**config.mk**
```make
export PLATFORM = sky130hd
export DESIGN_NAME = ts_event_fifo
export DESIGN_NICKNAME = d
export VERILOG_FILES = /design/src/rtl/ts_pkg.sv /design/src/rtl/sync_fifo.sv /design/src/rtl/ts_event_fifo.sv
export SDC_FILE = /design/constraint.sdc
export NUM_CORES = 1
export LEC_CHECK = 0
export ABC_AREA = 0
export BUFFER_PORTS_ARGS = -buffer_cell sky130_fd_sc_hd__buf_2
export CAP_MARGIN = 40
export CORE_AREA = 10 10 274 276
export DETAILED_ROUTE_END_ITERATION = 8
export DIE_AREA = 0 0 284 286
export PLACE_DENSITY = 0.54
export SETUP_SLACK_MARGIN = 0.05
export SLEW_MARGIN = 20
export SYNTH_ARGS = -nofsm -noshare
export SYNTH_HDL_FRONTEND = slang
export SYNTH_SLANG_ARGS = --single-unit
```
**constraint.sdc**
```tcl
create_clock -name CLK -period 5.7 [get_ports CLK]
set_input_delay 1.14 -clock CLK [delete_from_list [all_inputs] [get_ports CLK]]
set_output_delay 1.14 -clock CLK [all_outputs]
set_load 0.03 [all_outputs]
```
**src/rtl/ts_pkg.sv**
```systemverilog
// Shared definitions for the timestamped event FIFO: widths, word layout, FSM encoding.
package ts_pkg;

   localparam int unsigned TS_W       = 16;
   localparam int unsigned WORD_W     = 32;
   localparam int unsigned TS_FLD_W   = 16;
   localparam int unsigned TS_LSB     = 0;
   localparam int unsigned SEQ_W      = 8;
   localparam int unsigned SEQ_LSB    = 16;
   localparam int unsigned EPOCH_W    = 7;
   localparam int unsigned EPOCH_LSB  = 24;
   localparam int unsigned LOST_LSB   = 31;
   localparam int unsigned LOST_CNT_W = 8;

   typedef enum logic [1:0] {
      ST_IDLE  = 2'd0,
      ST_RUN   = 2'd1,
      ST_DRAIN = 2'd2
   } state_e;

   // Assemble an output word {lost, epoch, seq, ts}
   function automatic logic [WORD_W-1:0] pack_word(
      input logic                lost,
      input logic [EPOCH_W-1:0]  epoch,
      input logic [SEQ_W-1:0]    seq,
      input logic [TS_FLD_W-1:0] ts
   );
      logic [WORD_W-1:0] w;
      w                        = '0;
      w[LOST_LSB]              = lost;
      w[EPOCH_LSB +: EPOCH_W]  = epoch;
      w[SEQ_LSB +: SEQ_W]      = seq;
      w[TS_LSB +: TS_FLD_W]    = ts;
      return w;
   endfunction

endpackage

```
**src/rtl/sync_fifo.sv**
```systemverilog
// First-word-fall-through synchronous FIFO with registered head word and occupancy count.
module sync_fifo #(
   parameter int unsigned DEPTH = 16,
   parameter int unsigned WIDTH = ts_pkg::WORD_W
) (
   input  logic                     clk,
   input  logic                     rst,
   input  logic                     push,
   input  logic [WIDTH-1:0]         din,
   input  logic                     pop,
   output logic                     dout_valid,
   output logic [WIDTH-1:0]         dout,
   output logic [$clog2(DEPTH):0]   count
);
   import ts_pkg::*;

   localparam int unsigned PTR_W = $clog2(DEPTH);
   localparam int unsigned CNT_W = PTR_W + 1;

   logic [WIDTH-1:0] mem_q [DEPTH];
   logic [PTR_W-1:0] wr_ptr_q, wr_ptr_d;
   logic [PTR_W-1:0] rd_ptr_q, rd_ptr_d;
   logic [CNT_W-1:0] count_q, count_d;
   logic             valid_q, valid_d;
   logic [WIDTH-1:0] dout_q, dout_d;
   logic             push_ok_c, pop_ok_c;

   // Pointer/count update and look-ahead of the head word for the next cycle
   always_comb begin
      pop_ok_c  = pop && (count_q != '0);
      push_ok_c = push && ((count_q != CNT_W'(DEPTH)) || pop_ok_c);
      wr_ptr_d  = push_ok_c ? PTR_W'(wr_ptr_q + 1'b1) : wr_ptr_q;
      rd_ptr_d  = pop_ok_c  ? PTR_W'(rd_ptr_q + 1'b1) : rd_ptr_q;
      count_d   = count_q;
      if (push_ok_c && !pop_ok_c) begin
         count_d = CNT_W'(count_q + 1'b1);
      end else if (pop_ok_c && !push_ok_c) begin
         count_d = CNT_W'(count_q - 1'b1);
      end
      valid_d = (count_d != '0);
      if (!valid_d) begin
         dout_d = '0;
      end else if (push_ok_c && (wr_ptr_q == rd_ptr_d)) begin
         dout_d = din;
      end else begin
         dout_d = mem_q[rd_ptr_d];
      end
   end

   // Storage array, no reset needed: contents are only visible through dout_q
   always_ff @(posedge clk) begin
      if (push_ok_c) begin
         mem_q[wr_ptr_q] <= din;
      end
   end

   // Control and output registers
   always_ff @(posedge clk or posedge rst) begin
      if (rst) begin
         wr_ptr_q <= '0;
         rd_ptr_q <= '0;
         count_q  <= '0;
         valid_q  <= 1'b0;
         dout_q   <= '0;
      end else begin
         wr_ptr_q <= wr_ptr_d;
         rd_ptr_q <= rd_ptr_d;
         count_q  <= count_d;
         valid_q  <= valid_d;
         dout_q   <= dout_d;
      end
   end

   assign dout_valid = valid_q;
   assign dout       = dout_q;
   assign count      = count_q;

endmodule

```
**src/rtl/ts_event_fifo.sv**
```systemverilog
// Timestamped event capture: edge detect, epoch/seq tagging, loss tracking, run/drain FSM.
module ts_event_fifo #(
   parameter int unsigned DEPTH = 16,
   parameter int unsigned TS_W  = ts_pkg::TS_W
) (
   input  logic                              CLK,
   input  logic                              RST,
   input  logic                              start,
   input  logic [TS_W-1:0]                   ts_in,
   input  logic                              hit,
   input  logic                              out_ready,
   output logic                              out_valid,
   output logic [ts_pkg::WORD_W-1:0]         out_data,
   output logic [$clog2(DEPTH):0]            fifo_count,
   output logic [ts_pkg::LOST_CNT_W-1:0]     lost_count,
   output logic                              busy
);
   import ts_pkg::*;

   localparam int unsigned CNT_W = $clog2(DEPTH) + 1;
   localparam logic [LOST_CNT_W-1:0] LOST_MAX = '1;

   state_e                 state_q, state_d;
   logic                   hit_q, hit_d;
   logic [TS_W-1:0]        ts_prev_q, ts_prev_d;
   logic [EPOCH_W-1:0]     epoch_q, epoch_d;
   logic [SEQ_W-1:0]       seq_q, seq_d;
   logic                   lost_pend_q, lost_pend_d;
   logic [LOST_CNT_W-1:0]  lost_cnt_q, lost_cnt_d;
   logic                   busy_q, busy_d;

   logic                   hit_edge_c, pop_c, full_c, empty_c;
   logic                   capture_c, push_c, drop_c, wrap_c;
   logic [EPOCH_W-1:0]     epoch_cur_c;
   logic [WORD_W-1:0]      word_c;

   // Event qualification, word assembly and next-state logic
   always_comb begin
      hit_edge_c  = hit & ~hit_q;
      pop_c       = out_valid & out_ready;
      full_c      = (fifo_count == CNT_W'(DEPTH));
      empty_c     = (fifo_count == '0);
      capture_c   = hit_edge_c && (state_q == ST_RUN);
      push_c      = capture_c && (!full_c || pop_c);
      drop_c      = capture_c && full_c && !pop_c;
      wrap_c      = start && (ts_in < ts_prev_q);
      epoch_cur_c = wrap_c ? EPOCH_W'(epoch_q + 1'b1) : epoch_q;
      word_c      = pack_word(lost_pend_q, epoch_cur_c, seq_q, TS_FLD_W'(ts_in));

      state_d     = state_q;
      hit_d       = hit;
      ts_prev_d   = ts_in;
      epoch_d     = epoch_cur_c;
      seq_d       = push_c ? SEQ_W'(seq_q + 1'b1) : seq_q;
      lost_pend_d = drop_c | (lost_pend_q & ~push_c);
      lost_cnt_d  = (drop_c && (lost_cnt_q != LOST_MAX)) ?
                    LOST_CNT_W'(lost_cnt_q + 1'b1) : lost_cnt_q;

      case (state_q)
         ST_IDLE: begin
            if (start) begin
               state_d     = ST_RUN;
               epoch_d     = '0;
               seq_d       = '0;
               lost_pend_d = 1'b0;
               lost_cnt_d  = '0;
            end
         end
         ST_RUN: begin
            if (!start) begin
               state_d = (empty_c && !push_c) ? ST_IDLE : ST_DRAIN;
            end
         end
         ST_DRAIN: begin
            if (start) begin
               state_d = ST_RUN;
            end else if (empty_c) begin
               state_d = ST_IDLE;
            end
         end
         default: state_d = ST_IDLE;
      endcase

      busy_d = (state_d != ST_IDLE);
   end

   // State and tag registers
   always_ff @(posedge CLK or posedge RST) begin
      if (RST) begin
         state_q     <= ST_IDLE;
         hit_q       <= 1'b0;
         ts_prev_q   <= '0;
         epoch_q     <= '0;
         seq_q       <= '0;
         lost_pend_q <= 1'b0;
         lost_cnt_q  <= '0;
         busy_q      <= 1'b0;
      end else begin
         state_q     <= state_d;
         hit_q       <= hit_d;
         ts_prev_q   <= ts_prev_d;
         epoch_q     <= epoch_d;
         seq_q       <= seq_d;
         lost_pend_q <= lost_pend_d;
         lost_cnt_q  <= lost_cnt_d;
         busy_q      <= busy_d;
      end
   end

   sync_fifo #(
      .DEPTH (DEPTH),
      .WIDTH (WORD_W)
   ) u_fifo (
      .clk        (CLK),
      .rst        (RST),
      .push       (push_c),
      .din        (word_c),
      .pop        (pop_c),
      .dout_valid (out_valid),
      .dout       (out_data),
      .count      (fifo_count)
   );

   assign lost_count = lost_cnt_q;
   assign busy       = busy_q;

endmodule
```
* After elaboration in Yosys (flattened, before gate mapping)
Memories as Yosys holds them, arrays and structs flattened.
Index checks and enable logic that the tools add are counted.
** Word-level totals
- Input port bits :: 21
- Output and inout bits :: 47
- Memories :: 1
- Register bits :: 90
- Logic and storage cells :: 82
- Bits in writable memories :: 512
** Cells by class
- Muxes and demuxes :: 24
- Add/sub/neg operators :: 7
- Reductions and logical operators :: 24
- Bitwise operators :: 6
- Eq/ne operators :: 6
- Magnitude comparators :: 1
** Memories
- u_fifo.mem_q :: depth 16, width 32, rd ports 1, clocked after Yosys merged registers in 0, write ports 1, line sync_fifo.sv:20 : logic [WIDTH-1:0] mem_q [DEPTH];
** Operators by type and width (number)
- $mux W32 :: 2
- $mux W8 :: 6
- $mux W7 :: 3
- $add A8 B1 Y8 const B :: 2
- $lt A16 B16 Y1 :: 1
- $logic_and A1 B1 Y1 :: 12
- $mux W2 :: 5
- $mux W5 :: 2
- $reduce_bool A5 Y1 :: 2
- $add A4 B1 Y4 const B :: 2
- $ne A8 B8 Y1 const B :: 1
- $add A7 B1 Y7 const B :: 1
- $pmux W2 S3 :: 1
- $add A5 B1 Y5 const B :: 1
- $eq A5 B5 Y1 const B :: 1
- $logic_not A1 Y1 :: 5
- $logic_not A5 Y1 :: 1
- $ne A5 B5 Y1 const B :: 1
- $sub A5 B1 Y5 const B :: 1
- $eq A4 B4 Y1 :: 1
- $mux W1 :: 4
- $mux W4 :: 1
- $and A1 B1 Y1 :: 3
- $eq A2 B1 Y1 const B :: 1
- 6 further kinds :: 8

* Logic depth before layout (Yosys ltp)
Gate-level depths: netlist of run 1.
- Depth in word-level cells :: 11
- Gate-level depth with buffers :: 12
- Gate-level depth less buffers :: 10

* Cells and area by module
Synthesis of run 1 repeated with hierarchy kept, for this count alone.
** Unflattened totals
- Cells, all modules :: 2263
- Area total of the unflattened synthesis :: 30335.3 µm²
** Modules (own cells, without submodules)
- sync_fifo :: seq. area each 16525.8 µm², cells an instance 2038, times used 1, area each 28014.4 µm²
- ts_event_fifo :: seq. area each 1101.1 µm², cells an instance 225, times used 1, area each 2321.0 µm²

* Worst setup path before layout of run 1
Ideal clock, no wire load.
- Kind :: input port to flip-flop
- Start :: in hit
- End :: mem u_fifo.mem_q[7][0] in the netlist's numbering, enable pin
- Buffers on the path :: 1
- Setup time :: 0.468 ns
- Data required time :: 5.232 ns
- Arrival :: 4.561 ns
- Cell stages on the path :: 5
- Path slack :: 0.671 ns
- Path through :: nand4bb_1 -> a31oi_1 -> clkbuf_1 -> nand2_1 -> nor3b_1
** On the way
- Word-level cells in the longest chain between the ends :: 6
** Ends and longest elaborated chain
- start, declared :: line ts_event_fifo.sv:10 : input logic hit,
- $and A1 B1 Y1 :: line ts_event_fifo.sv:39 : hit_edge_c = hit & ~hit_q;
- $logic_and A1 B1 Y1 :: line ts_event_fifo.sv:43 : capture_c = hit_edge_c && (state_q == ST_RUN);
- $logic_and A1 B1 Y1 :: line ts_event_fifo.sv:44 : push_c = capture_c && (!full_c || pop_c);
- $logic_and A1 B1 Y1 :: line sync_fifo.sv:31 : push_ok_c = push && ((count_q != CNT_W'(DEPTH)) || pop_ok_c);
- $mux W1 :: line sync_fifo.sv:52 : if (push_ok_c) begin
- $mux W1 (implied by the code) :: line sync_fifo.sv:53 : mem_q[wr_ptr_q] <= din;
- end, declared :: line sync_fifo.sv:20
Every way passes these cells.

* Final worst setup path of run 1
- Start :: reg u_fifo.count_q[1], in the netlist u_fifo.count[1]
- End :: reg u_fifo.dout_q[27], in the netlist u_fifo.dout[27]
** On the way
- Word-level cells in the longest chain between the ends :: 11
- Elaborated cells between the ends (all ways) :: 24
- Classes of those cells :: 2 x add/sub; 3 x eq/ne; 5 x mux; 13 x reduce/logical; 1 x memory
** Ends and longest elaborated chain
- start, declared :: line sync_fifo.sv:23 : logic [CNT_W-1:0] count_q, count_d;
- start signal, assigned :: line sync_fifo.sv:68 : count_q <= count_d;
- $eq A5 B5 Y1 :: line ts_event_fifo.sv:41 : full_c = (fifo_count == CNT_W'(DEPTH));
- $logic_not A1 Y1 :: line ts_event_fifo.sv:44
- $logic_or A1 B1 Y1 :: line ts_event_fifo.sv:44
- $logic_and A1 B1 Y1 :: line ts_event_fifo.sv:44
- $logic_and A1 B1 Y1 :: line sync_fifo.sv:31
- $logic_not A1 Y1 :: line sync_fifo.sv:37 : end else if (pop_ok_c && !push_ok_c) begin
- $logic_and A1 B1 Y1 :: line sync_fifo.sv:37
- $mux W5 :: line sync_fifo.sv:37
- $mux W5 (*) :: line sync_fifo.sv:35 : if (push_ok_c && !pop_ok_c) begin
- net u_fifo.count_d[4] :: line sync_fifo.sv:23
- $reduce_bool A5 Y1 (*) :: line sync_fifo.sv:40 : valid_d = (count_d != '0);
- $mux W32 (*) :: line sync_fifo.sv:41 : if (!valid_d) begin
- net u_fifo.dout_d[27] :: line sync_fifo.sv:25 : logic [WIDTH-1:0] dout_q, dout_d;
- end signal, assigned :: line sync_fifo.sv:70 : dout_q <= dout_d;
- end, declared :: line sync_fifo.sv:25
The timed path passes the listed nets; every way through them passes the cells marked *.
A chain may end at the register's enable or synchronous reset.

==> results of run 1 <==
==> worst register-to-register path: cells and delay by family (launching register included) <==
family | cells | cell delay, ps
simple gates | 4 | 2130
buf+inv | 2 | 470
flops | 1 | 460
compound gates | 2 | 410
fa+ha+maj | 1 | 190
xor+xnor | 1 | 180
==> through the flow <==
step | hold WS, ps | instances | cell area, sq um | setup WS (ps)
CTS | 551.3 | 2771 | 27910 | 1671
floorplan | 503.9 | 1697 | 24110 | 671.0
finish | 550.1 | 2774 | 27990 | 1674
detailed placement | 543.0 | 2659 | 25930 | 1489
global placement | 532.0 | 2651 | 25770 | 1158
global route | 594.9 | 2774 | 27990 | 1555
==> flip-flops by register name, indices dropped and copies added, names as in the netlist <==
signal             count
u_fifo.mem_q         512
u_fifo.dout           32
ts_prev_q             16
lost_count             8
seq_q                  8
epoch_q                7
u_fifo.count           5
u_fifo.rd_ptr_q        4
u_fifo.wr_ptr_q        4
state_q                2
busy                   1
hit_q                  1
lost_pend_q            1
u_fifo.dout_valid      1
==> cell usage after synthesis (8+ instances only) <==
master | instances | share of area
o31ai_1 | 20 | 0.0062
o221ai_1 | 12 | 0.0044
clkbuf_1 | 80 | 0.012
dfrtp_1 | 90 | 0.093
edfxtp_1 | 512 | 0.64
nand4_1 | 9 | 0.0023
a21oi_1 | 24 | 0.0050
xnor2_1 | 24 | 0.0087
inv_1 | 36 | 0.0056
mux2i_1 | 21 | 0.0087
a211oi_1 | 8 | 0.0025
ha_1 | 26 | 0.013
and2_1 | 9 | 0.0023
o21ai_0 | 120 | 0.025
buf_2 | 20 | 0.0042
nand2_1 | 22 | 0.0034
mux2_2 | 17 | 0.0079
o22ai_1 | 150 | 0.039
nand3_1 | 29 | 0.0060
and3_1 | 8 | 0.0021
nor2b_1 | 8 | 0.0021
nor3_1 | 182 | 0.038
o32ai_1 | 9 | 0.0033
nor2_1 | 140 | 0.022
==> power groups by stage <==
stage	logic [uW]	registers, uW	clock network [uW]
CTS	5390	5420	4030
detailed placement	5370	5510	0
floorplan	3240	5630	0
finish	5390	5410	3950
global placement	5280	5510	0
global route	5880	5440	4210
==> area by class of cell <==
cell class | count | share of cell area
clock buffer | 85 | 0.05989
clock inverter | 27 | 0.01073
inverter | 39 | 0.005364
multi-input combinational | 950 | 0.2151
sequential | 602 | 0.6297
tap | 940 | 0.04201
timing repair buffer | 131 | 0.03714
==> kinds of logic (layout without fill, tap and decap cells) <==
family	after synthesis	in the layout	share of synthesized area
simple gates	454	454	0.09365
mux	43	43	0.02133
xor+xnor	32	32	0.01354
compound gates	395	395	0.1029
fa+ha+maj	26	26	0.01349
flops	602	602	0.7310
buf+inv	145	282	0.02408
==> how the worst max path moves through the flow <==
stage                              start                            end  slack (ps)  cells after the start
6_report       u_fifo.count[1]$_DFF_PP0_      u_fifo.dout[27]$_DFF_PP0_        1670                     10
5_1_grt        u_fifo.count[1]$_DFF_PP0_      u_fifo.dout[27]$_DFF_PP0_        1560                     10
4_1_cts        u_fifo.count[1]$_DFF_PP0_      u_fifo.dout[27]$_DFF_PP0_        1670                     10
3_5_place_dp                    ts_in[5]  u_fifo.mem_q[0][30]$_DFFE_PP_        1490                      9
3_3_place_gp                    ts_in[5]  u_fifo.mem_q[3][30]$_DFFE_PP_        1160                      8
2_1_floorplan                        hit   u_fifo.mem_q[7][0]$_DFFE_PP_         670                      5
==> layer usage <==
layer / wire [microns] / GRT usage
met1: 28540 / 0.2118
met2: 33370 / 0.2743
met3: 3615 / 0.02141
met4: 1611 / 0.04882
met5: 20 / 0
==> results.json, run 1 <==
{
  "status": "finished clean",
  "synth_cells": 1697,
  "period_needed_ps": 4026,
  "synth_edf_count": 512,
  "crit_family": "simple AND/OR/NAND/NOR gates",
  "rr_endpoint": "u_fifo.dout[27]$_DFF_PP0_",
  "rsz0062_at_grt": "false",
  "gr-total-overflow": 0,
  "holdBufCountCts": 0,
  "numPortBuffers": 67,
  "dp_hpwl_mm": 38.65,
  "avgSynthCellArea_sq_um": 14.21,
  "clock_path_buffers": 3,
  "ys_ff_latch": 602,
  "worst_slew_pin_slew_ps": 858.6,
  "fin_tns_setup_ps": 0,
  "cp.arrival_ps": 4480,
  "most-common-layout-cells": "edfxtp_1 (512), nor3_1 (182), o22ai_1 (150)",
  "cpPeakStageDelay_ps": 620,
  "synth_flop_cell": "edfxtp_1",
  "cts.root.buffer_cell": "clkbuf_16",
  "critPathMaxFanout": 24,
  "grt_pass1_vias": 14930,
  "vias_per_cell": 5.455,
  "drv_slew": 0,
  "syn-num-nets": 1744,
  "p_comb_frac": 0.366,
  "route.detailed.drc": 0,
  "synth_cell_type_count": 75,
  "setup_viol": 0,
  "antenna_cells": 0,
  "final_common_cell": "edfxtp_1",
  "p_leak_uw": 0.009503,
  "period_share": 0.7063,
  "ant_nets": 0,
  "p_sw_frac": 0.3748,
  "crit_required_ps": 6150,
  "tritoncts": "yes",
  "postCtsResizedCells": 0,
  "multi_input_area_sq_um": 6022,
  "cts_sinks": 602,
  "place.gp.congestion": 0.8018,
  "drt_iter0_drc": 1532,
  "ys_warn_count": 0,
  "r2r_start": "u_fifo.count[1]$_DFF_PP0_",
  "cap_violations": 0,
  "grt_pass1_wl_mm": 99.73,
  "relSlewSlack": 0.4276,
  "vdd_ir_drop_max_v": 0.0003039,
  "fmax_mhz": 248.4,
  "wirelength_mm": 67.16,
  "drt_pass1_iterations": 5,
  "post_cts_buffers": 0,
  "die_x_microns": 284,
  "min_path_type": "register to register",
  "die-height_microns": 286,
  "grt_max_degree": 102,
  "worstSetupPathType": "register to register",
  "core_area_sq_um": 69540,
  "power.share.clock": 0.268,
  "num_io_pins": 68,
  "r2r_cells": 10,
  "p_switching_uw": 5531,
  "netlist_area_sq_um": 24110,
  "start_kind": "register",
  "synth-async-reset-ratio": 0.1495,
  "min_to": "epoch_q[0]$_DFF_PP0_",
  "power.density_nw_per_um2": 527.1,
  "initial_core_util": 0.3468,
  "htree_levels": 2,
  "finalHoldViolations": 0,
  "crit_chain": "inv_1, ha_1, or4b_1, nand2_1, a32oi_2, xnor2_1, or4_1, buf_4, nand2_2, o22ai_1",
  "fill_cells": 6374,
  "num-nets-final": 1830,
  "antenna_found_initial": 1,
  "skew_ps": 19.60,
  "yosysSeqAreaShare": 0.7310,
  "p_total_uw": 14760,
  "wl_per_cell_microns": 24.21,
  "grt_use_total": 0.1610,
  "utilization": 0.4025,
  "worst-r2r-setup-slack_ps": 1670,
  "clock_latency_ps": 640,
  "sequentialPowerShare": 0.367,
  "p_int_uw": 9226,
  "seq_area_sq_um": 17630,
  "syn2layout_area_growth_pct": 16.08,
  "cp_slowest_cell": "or4b_1",
  "cts_inserted_buffers": 59,
  "cp_num_buf_inv": 2,
  "hold_path_depth": 1,
  "crit_path_end_kind": "register",
  "rows": 97,
  "layout-drive-gt1-share": 0.1538,
  "dieArea_sq_um": 81220,
  "hold_start": "epoch_q[0]$_DFF_PP0_",
  "clk_pin_slew_ps": 60,
  "via_count": 15130
}
Note: power is estimated with default switching activity, not from simulation.
==> run 2: changes to the inputs <==
==> constraint.sdc (replaced) <==
create_clock -name CLK -period 4.11 [get_ports CLK]
set_input_delay 0.822 -clock CLK [delete_from_list [all_inputs] [get_ports CLK]]
set_output_delay 0.822 -clock CLK [all_outputs]
set_load 0.03 [all_outputs]
==> results.json, run 2 (same netlist as run 1, synthesis figures left out) <==
{
  "finalHoldViolations": 0,
  "worst_slew_pin_slew_ps": 812.6,
  "start_kind": "register",
  "dp_hpwl_mm": 39.73,
  "crit_path_end_kind": "register",
  "drv_slew": 0,
  "numPortBuffers": 67,
  "vdd_ir_drop_max_v": 0.0004316,
  "cap_violations": 0,
  "p_leak_uw": 0.009672,
  "status": "finished clean",
  "r2r_cells": 12,
  "p_comb_frac": 0.368,
  "skew_ps": 23.38,
  "gr-total-overflow": 0,
  "cp_slowest_cell": "or4b_1",
  "relSlewSlack": 0.4564,
  "rows": 97,
  "grt_max_degree": 68,
  "fill_cells": 6356,
  "drt_pass1_iterations": 7,
  "wirelength_mm": 69.90,
  "cp.arrival_ps": 4110,
  "grt_pass1_wl_mm": 102.5,
  "cts_sinks": 602,
  "holdBufCountCts": 0,
  "num_io_pins": 68,
  "crit_chain": "inv_1, ha_1, or4b_1, and3_4, xnor2_4, buf_4, inv_2, buf_4, nor3_1, o21ai_0, nand4_1, a22o_1",
  "antenna_cells": 0,
  "htree_levels": 2,
  "setup_viol": 0,
  "p_int_uw": 12970,
  "via_count": 15260,
  "route.detailed.drc": 0,
  "cts_inserted_buffers": 58,
  "cp_common_cell": "buf_4",
  "min_path_type": "input port to async pin",
  "most-common-layout-cells": "edfxtp_1 (512), nor3_1 (182), o22ai_1 (150)",
  "place.gp.congestion": 0.8329,
  "worst-r2r-setup-slack_ps": 520,
  "syn2layout_area_growth_pct": 17.64,
  "fin_ws_ps": 520.8,
  "clock_path_buffers": 3,
  "dieArea_sq_um": 81220,
  "crit_required_ps": 4630,
  "drt_iter0_drc": 1446,
  "antenna_found_initial": 2,
  "post_cts_buffers": 0,
  "period_share": 0.8733,
  "power.share.clock": 0.271,
  "dpl_worst_slack_ps": 333.3,
  "p_total_uw": 20750,
  "rsz0062_at_grt": "false",
  "grt_pass1_vias": 15030,
  "rr_endpoint": "u_fifo.dout[30]$_DFF_PP0_",
  "final_common_cell": "edfxtp_1",
  "period_needed_ps": 3589,
  "worstSetupPathType": "register to register",
  "sequentialPowerShare": 0.361,
  "die-height_microns": 286,
  "cts.root.buffer_cell": "clkbuf_16",
  "num-nets-final": 1854,
  "power.density_nw_per_um2": 731.5,
  "die_x_microns": 284,
  "p_switching_uw": 7780,
  "layout-drive-gt1-share": 0.1653,
  "critPathMaxFanout": 17,
  "largest_register": "u_fifo.mem_q",
  "clk_pin_slew_ps": 60,
  "p_sw_frac": 0.3749,
  "postCtsResizedCells": 0,
  "grt_use_total": 0.1676,
  "fmax_mhz": 278.6,
  "tritoncts": "yes",
  "ant_nets": 0,
  "wl_per_cell_microns": 24.99,
  "r2r_start": "u_fifo.count[1]$_DFF_PP0_",
  "largest_register_ffs": 512,
  "vias_per_cell": 5.456,
  "initial_core_util": 0.3468,
  "cpPeakStageDelay_ps": 610,
  "clock_latency_ps": 640,
  "core_area_sq_um": 69540
}
## run 2: cell count changes in the layout (fill, tap and decap cells not counted), sizes merged
cell | previous run | this run
buf | 131 | 156
bufinv | 5 | 7
clkbuf | 85 | 81
clkinv | 21 | 20
inv | 38 | 39
## run 2: worst max-delay path, delay by kind of cell (launching register included)
kind                       cells  cell delay (ps)
AOI/OAI and AO/OA              2              340
xor gates and xnor gates       1              140
adders and majority gates      1              190
buffers and inverters          4             1240
DFF                            1              450
and+or+nand+nor                4             1080
## run 2: layout make-up
type / instances / area (sq um) / area share
clock buffers: 81 / 1680 / 0.05924
clock inverters: 29 / 365.4 / 0.01288
inverters: 39 / 148.9 / 0.005249
multi-input cells: 950 / 6028 / 0.2125
flip-flops and latches: 602 / 17630 / 0.6214
well taps: 940 / 1176 / 0.04146
repair buffers: 156 / 1340 / 0.04724
## run 2: power groups by stage
stage,Combinational [uW],Sequential [uW],Clock [uW]
final,7640,7490,5620
after floorplan,4500,7810,0
after detailed placement,7650,7630,0
after global placement,7580,7620,0
after CTS,7660,7500,5710
after global routing,8300,7530,5950
## run 2: per-stage QoR
| stage | TNS (ps) | util | cell area [sq um] | std cells | hold slack (ps) |
|---|---|---|---|---|---|
| after floorplan | -59020 | - | 24120 | 1697 | 503.9 |
| after global routing | 0 | 0.4079 | 28370 | 2797 | 184.0 |
| final | 0 | 0.4079 | 28370 | 2797 | 181.2 |
| after CTS | 0 | 0.4077 | 28350 | 2796 | 167.2 |
| after global placement | 0 | 0.3776 | 26260 | 2682 | 530.9 |
| after detailed placement | 0 | 0.3783 | 26310 | 2686 | 552.1 |
## run 2: how the worst max path moves through the flow
stage	from	to	cells after the start
after detailed placement	ts_in[7]	u_fifo.dout[30]$_DFF_PP0_	11
after global routing	u_fifo.count[1]$_DFF_PP0_	u_fifo.dout[30]$_DFF_PP0_	12
after floorplan	u_fifo.count[1]$_DFF_PP0_	u_fifo.mem_q[4][0]$_DFFE_PP_	7
final	u_fifo.count[1]$_DFF_PP0_	u_fifo.dout[30]$_DFF_PP0_	12
after global placement	ts_in[7]	u_fifo.mem_q[4][29]$_DFFE_PP_	10
after CTS	u_fifo.count[1]$_DFF_PP0_	u_fifo.dout[30]$_DFF_PP0_	12
## run 2: per-layer routing
| layer | global-route usage | vias up | part of all wire |
|---|---|---|---|
| li1 | - | 6829 | - |
| met1 | 0.2250 | 7788 | 0.43 |
| met4 | 0.04776 | 0 | 0.021 |
| met2 | 0.2823 | 565 | 0.49 |
| met3 | 0.02125 | 79 | 0.058 |
| met5 | 0 | - | 0 |
==> run 3: changes to the inputs <==
--- a/config.mk
+++ b/config.mk
@@ -8,9 +8,10 @@
 export ABC_AREA = 0
 export BUFFER_PORTS_ARGS = -buffer_cell sky130_fd_sc_hd__buf_2
 export CAP_MARGIN = 40
-export CORE_AREA = 10 10 274 276
+export CORE_AREA = 2 2 266 268
 export DETAILED_ROUTE_END_ITERATION = 8
-export DIE_AREA = 0 0 284 286
+export DIE_AREA = 0 0 268 270
+export GPL_ROUTABILITY_DRIVEN = 0
 export PLACE_DENSITY = 0.54
 export SETUP_SLACK_MARGIN = 0.05
 export SLEW_MARGIN = 20
==> results.json, run 3 (same netlist as run 1, synthesis figures left out) <==
{
  "status": "finished clean",
  "worstSetupPathType": "register to register",
  "core_area_sq_um": 69540,
  "p_leak_uw": 0.009607,
  "cts_inserted_buffers": 58,
  "min_path_type": "input port to async pin",
  "tritoncts": "yes",
  "p_comb_frac": 0.365,
  "grt_use_total": 0.1897,
  "multi_input_area_sq_um": 6028,
  "largest_register_ffs": 512,
  "most-common-layout-cells": "edfxtp_1 (512), nor3_1 (182), o22ai_1 (150)",
  "drt_iter0_drc": 1537,
  "clk_pin_slew_ps": 60,
  "setup_viol": 0,
  "fin_ws_ps": 514.3,
  "rows": 97,
  "drv_slew": 0,
  "finalHoldViolations": 0,
  "finalInstanceArea_sq_um": 28200,
  "antenna_found_initial": 2,
  "htree_levels": 2,
  "die_x_microns": 268,
  "grt_max_degree": 73,
  "placedInstanceArea_sq_um": 26210,
  "dieArea_sq_um": 72360,
  "syn2layout_area_growth_pct": 16.95,
  "via_count": 15220,
  "num-nets-final": 1852,
  "sequentialPowerShare": 0.366,
  "power.share.clock": 0.269,
  "initial_core_util": 0.3468,
  "holdBufCountCts": 0,
  "power.density_nw_per_um2": 727.9,
  "period_needed_ps": 3596,
  "crit_required_ps": 4610,
  "utilization": 0.4055,
  "cts.root.buffer_cell": "clkbuf_16",
  "fmax_mhz": 278.1,
  "num_io_pins": 68,
  "grt_pass1_wl_mm": 101.3,
  "p_switching_uw": 7726,
  "p_sw_frac": 0.3763,
  "p_int_uw": 12800,
  "vdd_ir_drop_max_v": 0.0004572,
  "crit_path_end_kind": "register",
  "postCtsResizedCells": 0,
  "die-height_microns": 270,
  "relSlewSlack": 0.5411,
  "final_common_cell": "edfxtp_1",
  "numPortBuffers": 67,
  "rsz0062_at_grt": "false",
  "clock_latency_ps": 640,
  "cp.arrival_ps": 4090,
  "clock_path_buffers": 3,
  "fill_cells": 6341,
  "cts_sinks": 602,
  "fin_tns_setup_ps": 0,
  "critPathMaxFanout": 24,
  "worst_slew_pin_slew_ps": 685.8,
  "start_kind": "register",
  "vias_per_cell": 5.445,
  "cap_violations": 0,
  "post_cts_buffers": 0,
  "ant_nets": 0,
  "layout-drive-gt1-share": 0.1660,
  "wirelength_mm": 68.91,
  "period_share": 0.8749,
  "route.detailed.drc": 0,
  "wl_per_cell_microns": 24.65,
  "skew_ps": 21.85,
  "drt_pass1_iterations": 5,
  "dp_hpwl_mm": 39.11,
  "largest_register": "u_fifo.mem_q",
  "dpl_worst_slack_ps": 362.4,
  "gr-total-overflow": 0,
  "grt_pass1_vias": 14950,
  "seq_area_sq_um": 17630
}
## run 3: changes by cell type in the layout (fill, tap and decap cells not counted), sizes merged
cell      before  now
diode          0    1
buf          156  154
clkbuf        81   73
clkinvlp       2    6
clkinv        20   24
## run 3: through the flow
stage / std cells / total power [uW] / hold WS [ps]
floorplan: 1697 / 12300 / 503.9
global placement: 2681 / 15050 / 527.8
detailed placement: 2685 / 15140 / 539.3
CTS: 2795 / 20640 / 200.3
global route: 2795 / 21500 / 228.1
finish: 2796 / 20530 / 207.2
## run 3: area by class of cell
type / count / area share
inverters: 39 / 0.005280
clock inverters: 37 / 0.01491
clock buffers: 73 / 0.05563
diodes: 1 / 0.00008873
repair buffers: 154 / 0.04357
flip-flops and latches: 602 / 0.6251
well taps: 940 / 0.04170
multi-input cells: 950 / 0.2138
## run 3: worst max-delay path, cell delays in order (launching register included)
cell and delay, ps:
dfrtp_1 460, inv_1 130, ha_1 190, or4b_1 620, and4_4 260, a311oi_1 330
o21ai_0 140, or4_1 520, buf_4 330, nand2_2 300, o32ai_1 150
## run 3: metal layers
metal  routed length [microns]  track usage  share of wire
met3                      4076      0.02343          0.059
met1                     29370       0.2622           0.43
met4                      1313      0.04866          0.019
met5                        14            0        0.00020
met2                     34140       0.3166           0.50
## run 3: power groups by stage
stage | logic [uW] | clock network (uW) | registers (uW)
finish | 7500 | 5520 | 7510
global route | 8100 | 5840 | 7550
CTS | 7510 | 5610 | 7520
detailed placement | 7500 | 0 | 7640
global placement | 7410 | 0 | 7640
floorplan | 4500 | 0 | 7810
## run 3: worst paths after layout
path / slack (ps) / start / cells after the start / endpoint
max: 510 / u_fifo.count[1]$_DFF_PP0_ / 10 / u_fifo.dout[18]$_DFF_PP0_
min: 210 / RST / 2 / lost_count[5]$_DFF_PP0_
max reg2reg: 510 / u_fifo.count[1]$_DFF_PP0_ / 10 / u_fifo.dout[18]$_DFF_PP0_
min reg2reg: 550 / epoch_q[0]$_DFF_PP0_ / 1 / epoch_q[0]$_DFF_PP0_
max in group asynchronous: 3130 / RST / 3 / seq_q[7]$_DFF_PP0_
min in group CLK: 310 / hit / 1 / hit_q$_DFF_PP0_
